File: config.mk
export PLATFORM = sky130hd
export DESIGN_NAME = spi_master_ctrl
export DESIGN_NICKNAME = d
export VERILOG_FILES = /design/src/rtl/spi_master_ctrl_pkg.sv /design/src/rtl/spi_master_ctrl_sclk_gen.sv /design/src/rtl/spi_master_ctrl.sv
export SDC_FILE = /design/constraint.sdc
export NUM_CORES = 1
export LEC_CHECK = 0
export CAP_MARGIN = 5
export CORE_MARGIN = 2
export CORE_UTILIZATION = 57
export CTS_CLUSTER_SIZE = 20
export DETAILED_ROUTE_END_ITERATION = 6
export PLACE_DENSITY_LB_ADDON = 0.05
export SYNTH_ARGS = -nofsm -noshare
export SYNTH_HDL_FRONTEND = slang
export SYNTH_HIERARCHICAL = 1
export SYNTH_SLANG_ARGS = --single-unit
File: constraint.sdc
create_clock -name clk -period 3.5 [get_ports clk]
set_input_delay 0.525 -clock clk [delete_from_list [all_inputs] [get_ports clk]]
set_output_delay 0.525 -clock clk [all_outputs]
set_load 0.01 [all_outputs]
File: src/rtl/spi_master_ctrl_pkg.sv
// Shared SPI frame definitions: FSM states, frame geometry and the frame builder
// used by the SPI initiator.
package spi_master_ctrl_pkg;

    localparam int SPI_FRAME_BITS = 16;
    localparam int SPI_ADDR_BITS  = 7;
    localparam int SPI_DATA_BITS  = 8;

    localparam logic SPI_RW_READ  = 1'b1;
    localparam logic SPI_RW_WRITE = 1'b0;

    typedef enum logic [2:0] {
        IDLE,
        SETUP,
        SHIFT,
        HOLD,
        DONE
    } spi_state_e;

    // Read frames clock out zeros in the data phase while the memory answers on miso.
    function automatic logic [SPI_FRAME_BITS-1:0] build_frame(
        input logic [SPI_ADDR_BITS-1:0] addr,
        input logic                     rw,
        input logic [SPI_DATA_BITS-1:0] wdata
    );
        return {addr, rw, (rw == SPI_RW_WRITE) ? wdata : {SPI_DATA_BITS{1'b0}}};
    endfunction

endpackage

File: src/rtl/spi_master_ctrl_sclk_gen.sv
// SPI clock generator: counts CLK_DIV system clocks per half-period and toggles
// sclk on each half-period boundary when toggling is allowed.
module spi_master_ctrl_sclk_gen #(
    parameter int CLK_DIV = 8
) (
    input  logic clk,
    input  logic rst_n,
    input  logic en,
    input  logic toggle_en,
    output logic half_tick,
    output logic rise_tick,
    output logic fall_tick,
    output logic sclk
);

    localparam int CW = $clog2(CLK_DIV);
    localparam logic [CW-1:0] CNT_LAST = CW'(CLK_DIV - 1);

    logic [CW-1:0] cnt_q, cnt_d;
    logic          sclk_q, sclk_d;

    // Disabled means held in reset so every frame starts from a clean half-period.
    always_comb begin
        half_tick = en && (cnt_q == CNT_LAST);
        rise_tick = half_tick && toggle_en && !sclk_q;
        fall_tick = half_tick && toggle_en && sclk_q;

        cnt_d  = cnt_q;
        sclk_d = sclk_q;
        if (!en) begin
            cnt_d  = '0;
            sclk_d = 1'b0;
        end else begin
            cnt_d = half_tick ? '0 : cnt_q + 1'b1;
            if (rise_tick) begin
                sclk_d = 1'b1;
            end else if (fall_tick) begin
                sclk_d = 1'b0;
            end
        end
    end

    always_ff @(posedge clk or negedge rst_n) begin
        if (!rst_n) begin
            cnt_q  <= '0;
            sclk_q <= 1'b0;
        end else begin
            cnt_q  <= cnt_d;
            sclk_q <= sclk_d;
        end
    end

    assign sclk = sclk_q;

endmodule

File: src/rtl/spi_master_ctrl.sv
// SPI initiator (CPOL=0, CPHA=0): one 16-bit frame {addr, rw, data} per host
// request, capturing the returned byte on reads.
module spi_master_ctrl
    import spi_master_ctrl_pkg::*;
#(
    parameter int CLK_DIV  = 8,
    parameter int CS_SETUP = 2,
    parameter int CS_HOLD  = 2
) (
    input  logic                     clk,
    input  logic                     rst_n,
    input  logic                     start,
    input  logic                     rw,
    input  logic [SPI_ADDR_BITS-1:0] addr,
    input  logic [SPI_DATA_BITS-1:0] wdata,
    output logic [SPI_DATA_BITS-1:0] rdata,
    output logic                     busy,
    output logic                     done,
    output logic                     sclk,
    output logic                     cs_n,
    output logic                     mosi,
    input  logic                     miso
);

    localparam int HP_MAX = (CS_SETUP > CS_HOLD) ? CS_SETUP : CS_HOLD;
    localparam int HPW    = $clog2(HP_MAX) + 1;
    localparam int BW     = $clog2(SPI_FRAME_BITS);

    localparam logic [HPW-1:0] SETUP_LAST = HPW'(CS_SETUP - 1);
    localparam logic [HPW-1:0] HOLD_LAST  = HPW'(CS_HOLD - 1);
    localparam logic [BW-1:0]  LAST_BIT   = BW'(SPI_FRAME_BITS - 1);

    spi_state_e                state_q, state_d;
    logic [HPW-1:0]            hp_q, hp_d;
    logic [BW-1:0]             bit_q, bit_d;
    logic [SPI_FRAME_BITS-1:0] tx_q, tx_d;
    logic [SPI_DATA_BITS-1:0]  sr_q, sr_d;
    logic [SPI_DATA_BITS-1:0]  rdata_q, rdata_d;
    logic                      rw_q, rw_d;
    logic                      cs_n_q, cs_n_d;
    logic                      busy_q, busy_d;
    logic                      done_q, done_d;

    logic gen_en, toggle_en;
    logic half_tick, rise_tick, fall_tick;

    assign gen_en    = (state_q == SETUP) || (state_q == SHIFT) || (state_q == HOLD);
    assign toggle_en = (state_q == SHIFT);

    spi_master_ctrl_sclk_gen #(
        .CLK_DIV (CLK_DIV)
    ) u_sclk_gen (
        .clk       (clk),
        .rst_n     (rst_n),
        .en        (gen_en),
        .toggle_en (toggle_en),
        .half_tick (half_tick),
        .rise_tick (rise_tick),
        .fall_tick (fall_tick),
        .sclk      (sclk)
    );

    // The shift register only keeps the last data-phase bits, which are all rdata needs.
    always_comb begin
        state_d = state_q;
        hp_d    = hp_q;
        bit_d   = bit_q;
        tx_d    = tx_q;
        sr_d    = sr_q;
        rdata_d = rdata_q;
        rw_d    = rw_q;

        case (state_q)
            IDLE: begin
                if (start) begin
                    state_d = SETUP;
                    tx_d    = build_frame(addr, rw, wdata);
                    rw_d    = rw;
                    hp_d    = '0;
                    bit_d   = '0;
                end
            end
            SETUP: begin
                if (half_tick) begin
                    if (hp_q == SETUP_LAST) begin
                        state_d = SHIFT;
                        hp_d    = '0;
                    end else begin
                        hp_d = hp_q + 1'b1;
                    end
                end
            end
            SHIFT: begin
                if (rise_tick) begin
                    sr_d = {sr_q[SPI_DATA_BITS-2:0], miso};
                end
                if (fall_tick) begin
                    tx_d = {tx_q[SPI_FRAME_BITS-2:0], 1'b0};
                    if (bit_q == LAST_BIT) begin
                        state_d = HOLD;
                    end else begin
                        bit_d = bit_q + 1'b1;
                    end
                end
            end
            HOLD: begin
                if (half_tick) begin
                    if (hp_q == HOLD_LAST) begin
                        state_d = DONE;
                        hp_d    = '0;
                        if (rw_q == SPI_RW_READ) begin
                            rdata_d = sr_q;
                        end
                    end else begin
                        hp_d = hp_q + 1'b1;
                    end
                end
            end
            DONE: begin
                state_d = IDLE;
            end
            default: begin
                state_d = IDLE;
            end
        endcase

        cs_n_d = !((state_d == SETUP) || (state_d == SHIFT) || (state_d == HOLD));
        busy_d = (state_d != IDLE);
        done_d = (state_d == DONE);
    end

    always_ff @(posedge clk or negedge rst_n) begin
        if (!rst_n) begin
            state_q <= IDLE;
            hp_q    <= '0;
            bit_q   <= '0;
            tx_q    <= '0;
            sr_q    <= '0;
            rdata_q <= '0;
            rw_q    <= 1'b0;
            cs_n_q  <= 1'b1;
            busy_q  <= 1'b0;
            done_q  <= 1'b0;
        end else begin
            state_q <= state_d;
            hp_q    <= hp_d;
            bit_q   <= bit_d;
            tx_q    <= tx_d;
            sr_q    <= sr_d;
            rdata_q <= rdata_d;
            rw_q    <= rw_d;
            cs_n_q  <= cs_n_d;
            busy_q  <= busy_d;
            done_q  <= done_d;
        end
    end

    // The frame MSB is mosi; shifting on each sclk fall keeps it stable while sclk is high.
    assign mosi  = tx_q[SPI_FRAME_BITS-1];
    assign cs_n  = cs_n_q;
    assign busy  = busy_q;
    assign done  = done_q;
    assign rdata = rdata_q;

endmodule
==> results.md, run 1 <==
* VDD IR max at 0.358 mV
* Worst Setup EP: tx_q[0]
* Fin nets at approximately 240
* Horiz. Die Dim at 66.8 um
* Sequential fraction of the synthesis area at 0.546
* Setup repair after global routing missed its margin: false
* Worst slew margin relative to its limit at 0.324
* Async set or reset register ratio after synthesis at 1.00
* Length in cells of the worst reg-to-reg path at 6
* Filler Cells Inserted at 280
* Setup slack, reg-to-reg at 0.94 ns
* Setup TNS Final at 0 ns
* I/O pins at 33
* Final total power at 1.66 mW
* TritonCTS clock tree: built
* Final non-filler cell area at 2670 um^2
* Antenna viol nets, final at 0
* Power density over cell area at 620 nW/um^2
* Number of enable-type register cells in the synthesized netlist at 0
* Synthesized netlist cell count at 193
* Global-route usage over all layers at 0.220
* Mapped cell area at approximately 2200 um^2
* Classification of the worst setup path: reg -> reg
* Max Root-Sink Buffers at 2
* Post-CTS setup repair buffer count at 0
* Number of max-slew violations in the final report at 0
* Data required, critical path at ~3.7 ns
* Leak at 1.25 nW
* Number of cells on the critical path at 6
* Worst Skew at 0.00734 ns
* Worst path most repeated cell: sky130_fd_sc_hd__mux2_4
* Maximum cell stage delay along the critical path at ~0.55 ns
* TritonCTS Buffers at 5
* Buffering stage count on the worst path with inverters included at 1
* Core outline area at roughly 3700 um^2
* Die area at 4460 um^2
* First-pass GRT wire length at 7090 um
* Number of diodes added for antenna fixing at 0
* Reg-to-Reg Start: state_q[2]
* Net count of the mapped netlist at roughly 220
* Number of maximum-capacitance constraint violations at 0
* Worst hold path class: in -> async
* List of cells traversed by the critical path: or3b_1 -> inv_1 -> and3_1 -> mux2_4 -> and2_1 -> mux2_4
* Number of hold violations in the final report at 0
* Leading cell type by number of instances after synthesis: sky130_fd_sc_hd__dfrtp_1
* Cell type with the highest aggregate area in the netlist: sky130_fd_sc_hd__dfrtp_1
* Total routed wirelength at 4090 um
* Count of hold-fix buffers inserted at cts at 0
* Min Hold Slack at about 0.38 ns
* Post-route DRC at 0
* Critical Path Slowest Stage Cell: sky130_fd_sc_hd__or3b_1
* Final period util at 0.732
* Result of the run: complete, no violations
* Leading post-synthesis cells by cell area: sky130_fd_sc_hd__dfrtp_1 (53%), sky130_fd_sc_hd__mux2_2 (8.0%), sky130_fd_sc_hd__a21oi_1 (5.6%), sky130_fd_sc_hd__mux2i_1 (4.5%), sky130_fd_sc_hd__nand3b_1 (2.7%)
* Routed vias at about 1,500
* Kind of launch point of the worst setup path: flip-flop
* Starting utilization of the core area at 0.605
* Minimum clock period at 2.56 ns
* Initial DRC Count at 74
* DR pass1 iterations at 4
* Worst-Margin Slew at 1.01 ns
* Reg-to-reg critical path endpoint: tx_q[0]
* Data arrival time of the critical path at 2.76 ns
* Most common library cells after synthesis: sky130_fd_sc_hd__dfrtp_1 (48), sky130_fd_sc_hd__a21oi_1 (25), sky130_fd_sc_hd__mux2_2 (16)
* Final number of setup-violating endpoints at 0
* Leading register cell type out of synthesis: sky130_fd_sc_hd__dfrtp_1
* H-tree depth at 2
* Die boundary height at 66.8 um
* Launching instance or port of the critical path: state_q[2]
* Area after detailed placement at 2560 um^2
* Number of antenna violations at the first check in global routing at 0
* Wire per inst at 15.2 um
* Vias in the first global route at 1,555
* Pin count of the biggest net entering global routing at 50
* Placed cell count at approximately 260
* PostCTS Resize Cnt at 0
* Latest clock arrival within the worst-skew pair at between 0.3 and 0.4 ns
* Clock net sink count at 49
* Average footprint of a synthesized cell at around 12 um^2
* Detailed placer's ending HPWL at 2990 um
* Worst-path maximum fanout at 16
* Max frequency at roughly 400 MHz
* Cell family contributing the most delay on the critical path: simple AND/OR/NAND/NOR gates
* Proportion of netlist area held by the largest area contributor at 0.535
* Placement-stage worst setup slack at 0.972 ns
* Fin cells at 270
* Number of rows created at floorplan at 22
* Number of distinct standard cells referenced by the synthesized netlist at 40
* Final Core Density at 0.719
* RePlAce Congestion at 0.791
* Synth Register Bits at 49
* Sort of element at the end of the critical path: flip-flop
* Quantity of I/O buffers inserted on ports at 32
* Fraction of final layout cells sized beyond drive strength 1 at 0.162
* CTS Root Buffer Type: sky130_fd_sc_hd__clkbuf_8
* Final setup slack of the worst path at approximately 0.94 ns
* Overall overflow remaining after global route at 0
* Via density per instance at 5.62
* Synthesis Warnings at 6
* Area overhead of the layout relative to synthesis at 18.9%
* CTS clock-pin slew for the worst setup and hold paths at roughly 0.090 ns
==> report_power, final <==
group	internal [mW]	leakage (nW)	switching [mW]
Combinational	0.225	0.572	0.242
Sequential	0.698	0.620	0.0959
Clock	0.214	0.0543	0.183
Total	1.14	1.25	0.521
==> cell families after synthesis <==
kind of cell	Yosys count	share of synthesized area
mux	28	0.138
xor+xnor	1	0.00390
flops	49	0.546
simple gates	59	0.161
fa+ha+maj	3	0.0167
compound gates	38	0.0947
buf+inv	15	0.0390
==> worst min-delay path by stage <==
stage,start,endpoint,slack (ns),cells past startpoint
6_report,rst_n,tx_q[10],0.38,1
3_5_place_dp,u_sclk_gen/cnt_q[0],u_sclk_gen/cnt_q[0],0.45,1
5_1_grt,rst_n,sr_q[4],0.46,1
3_3_place_gp,u_sclk_gen/cnt_q[0],u_sclk_gen/cnt_q[0],0.43,1
4_1_cts,rst_n,tx_q[10],0.42,1
2_1_floorplan,rst_n,bit_q[0],0.23,0
==> routing by layer <==
layer / wire length, um / up-vias / GRT usage
met5: 0 / - / 0
met4: 78 / 0 / 0.102
met3: 192 / 9 / 0.0625
met2: 2060 / 27 / 0.363
met1: 1760 / 736 / 0.266
li1: - / 745 / -
==> sequential cells by signal, summed over array words and instances (netlist names), 2 cells and up <==
name / count
tx_q: 16
rdata: 8
sr_q: 8
bit_q: 4
state_q: 3
u_sclk_gen/cnt_q: 3
hp_q: 2
==> layout make-up <==
| class | count | area [um^2] | area share |
|---|---|---|---|
| Clock inverter | 3 | 46.3 | 0.0173 |
| Timing Repair Buffer | 34 | 330 | 0.124 |
| Multi-Input combinational cell | 129 | 932 | 0.349 |
| Inverter | 2 | 7.51 | 0.00281 |
| Clock buffer | 5 | 68.8 | 0.0257 |
| Tap cell | 48 | 60.1 | 0.0225 |
| Sequential cell | 49 | 1230 | 0.459 |
==> cell usage in the layout, fill, tap and decap left out, drive strengths merged, types with 4 or more instances in the layout <==
cell type,n
dfrtp,48
clkdlybuf4s50,31
a21oi,25
mux2,18
nand2,14
mux2i,10
a31oi,8
nand3b,8
nor2,6
clkbuf,5
and3,4
nand3,4
and2,4
Note: power is estimated with default switching activity, not from simulation.
==> inputs of run 2 (changes only) <==
--- a/config.mk
+++ b/config.mk
@@ -7,7 +7,7 @@
 export LEC_CHECK = 0
 export CAP_MARGIN = 5
 export CORE_MARGIN = 2
-export CORE_UTILIZATION = 57
+export CORE_UTILIZATION = 53
 export CTS_CLUSTER_SIZE = 20
 export DETAILED_ROUTE_END_ITERATION = 6
 export PLACE_DENSITY_LB_ADDON = 0.05
==> constraint.sdc (replaced) <==
create_clock -name clk -period 2.6 [get_ports clk]
set_input_delay 0.39 -clock clk [delete_from_list [all_inputs] [get_ports clk]]
set_output_delay 0.39 -clock clk [all_outputs]
set_load 0.01 [all_outputs]
==> results.md, run 2 (synthesized netlist as in run 1, its figures left out) <==
* Result of the run: complete, no violations
* Classification of the worst setup path: reg -> reg
* Reg-to-reg critical path endpoint: tx_q[2]
* CTS Root Buffer Type: sky130_fd_sc_hd__clkbuf_8
* Die boundary height at 69.1 um
* Layer with the highest usage: met2
* Max Root-Sink Buffers at 2
* Final period util at 0.873
* H-tree depth at 2
* Fin nets at 246
* Worst-path maximum fanout at 16
* VDD IR max at 0.468 mV
* Setup TNS Final at 0 ns
* Number of antenna violations at the first check in global routing at 0
* Global routing usage on met1 at 0.260
* Count of hold-fix buffers inserted at cts at 0
* Footprint of the multi-input gates at 932 um^2
* Starting utilization of the core area at 0.558
* Worst Skew at 0.0111 ns
* Detailed placer's ending HPWL at approximately 3100 um
* Total routed wirelength at 4330 um
* CTS clock-pin slew for the worst setup and hold paths at 0.09 ns
* Worst Setup EP: tx_q[2]
* Setup slack, reg-to-reg at 0.33 ns
* Vias in the first global route at between 1,500 and 2,000
* Worst slew margin relative to its limit at 0.645
* Met3 usage at 0.0395
* Overall overflow remaining after global route at 0
* Pin count of the biggest net entering global routing at 27
* Setup repair after global routing missed its margin: false
* Die area at 4780 um^2
* Critical Path Slowest Stage Cell: sky130_fd_sc_hd__or3b_1
* Most frequent standard cell in the layout excluding fill and tap cells: sky130_fd_sc_hd__dfrtp_1
* Sort of element at the end of the critical path: flip-flop
* Leak at 1.25 nW
* Number of rows created at floorplan at 23
* Final non-filler cell area at approximately 2700 um^2
* Power density over cell area at 810 nW/um^2
* First-pass GRT wire length at 7730 um
* Max frequency at 441 MHz
* Latest clock arrival within the worst-skew pair at 0.30 ns
* TritonCTS Buffers at 5
* PostCTS Resize Cnt at 0
* Length in cells of the worst reg-to-reg path at 7
* Commonest cells after routing, fill and taps aside: sky130_fd_sc_hd__dfrtp_1 (48), sky130_fd_sc_hd__clkdlybuf4s50_1 (31), sky130_fd_sc_hd__a21oi_1 (25)
* Relative contribution of the clock network to total power at 0.212
* Kind of launch point of the worst setup path: flip-flop
* Post-route DRC at 0
* Power dissipated by switching net loads at 0.702 mW
* Routed vias at 1,565
* Via density per instance at 5.71
* Wire per inst at ~16 um
* Area overhead of the layout relative to synthesis at 18.9%
* Number of max-slew violations in the final report at 0
* Fraction of final layout cells sized beyond drive strength 1 at 0.170
* Launching instance or port of the critical path: state_q[2]
* Minimum clock period at about 2.3 ns
* Global-route usage over all layers at 0.200
* Data required, critical path at roughly 2.8 ns
* Placement-stage worst setup slack at 0.358 ns
* Reg-to-Reg Start: state_q[2]
* TritonCTS clock tree: built
* Register with the most flip-flops: tx_q
* RePlAce Congestion at 0.784
* Final setup slack of the worst path at approximately 0.33 ns
* Worst hold path class: in -> async
* Clock net sink count at 49
* I/O pins at 33
* Number of maximum-capacitance constraint violations at 0
* Post-CTS setup repair buffer count at 0
* Filler Cells Inserted at 317
* Area after detailed placement at around 2600 um^2
* Number of flip-flops in the largest register at 16
* Core outline area at 4030 um^2
* Number of cells on the critical path at 7
* Part of the power in registers at 0.493
* Number of hold violations in the final report at 0
* List of cells traversed by the critical path: or3b_1 -> inv_1 -> and3_1 -> mux2_4 -> and2_1 -> buf_4 -> a31oi_1
* Initial DRC Count at between 90 and 100
* Met2 track demand over resource at 0.330
* Quantity of I/O buffers inserted on ports at 32
* Internal Power at 1.46 mW
* Switch share at 0.324
* Area occupied by registers at 1230 um^2
* Worst-Margin Slew at 0.533 ns
* Antenna viol nets, final at 0
* DR pass1 iterations at 4
* Final number of setup-violating endpoints at 0
* Maximum cell stage delay along the critical path at 0.56 ns
* Number of diodes added for antenna fixing at 0
* Power share of the combinational group at 0.295
* Buffering stage count on the worst path with inverters included at 2
* Cell family contributing the most delay on the critical path: simple AND/OR/NAND/NOR gates
* Data arrival time of the critical path at 2.44 ns
* Horiz. Die Dim at 69.1 um
run 2: worst min-delay path by stage:
| stage | end | slack, ns |
|---|---|---|
| 2_1_floorplan | bit_q[0] | 0.09 |
| 5_1_grt | tx_q[8] | 0.08 |
| 6_report | u_sclk_gen/sclk | 0.06 |
| 3_3_place_gp | tx_q[9] | 0.39 |
| 3_5_place_dp | tx_q[9] | 0.41 |
| 4_1_cts | tx_q[8] | 0.08 |
run 2: area by class of cell:
type / instances / share of cell area
sequential: 49 / 0.459
inverter: 2 / 0.00281
timing repair buffer: 36 / 0.129
tap: 50 / 0.0234
clock buffer: 6 / 0.0309
multi-input combinational: 129 / 0.349
clock inverter: 2 / 0.00515
run 2: per-layer routing:
metal	vias up	part of all wire
met3	7	0.033
met1	774	0.45
met5	-	0
met4	0	0.016
li1	753	-
met2	31	0.50
run 2: per-stage QoR:
stage / total power, mW / hold WS, ns / instances / utilization
finish: 2.16 / 0.0604 / 274 / 0.663
global route: 2.33 / 0.0843 / 274 / 0.663
CTS: 2.18 / 0.0774 / 274 / 0.663
detailed placement: 1.72 / 0.405 / 266 / 0.639
global placement: 1.67 / 0.394 / 266 / 0.639
floorplan: 1.52 / 0.0944 / 193 / -
run 2: power groups by stage:
stage | clock [mW] | sequential (mW) | combinational, mW
CTS | 0.471 | 1.06 | 0.644
floorplan | 0 | 1.04 | 0.483
global placement | 0 | 1.06 | 0.602
detailed placement | 0 | 1.08 | 0.644
finish | 0.458 | 1.07 | 0.638
global route | 0.506 | 1.09 | 0.731
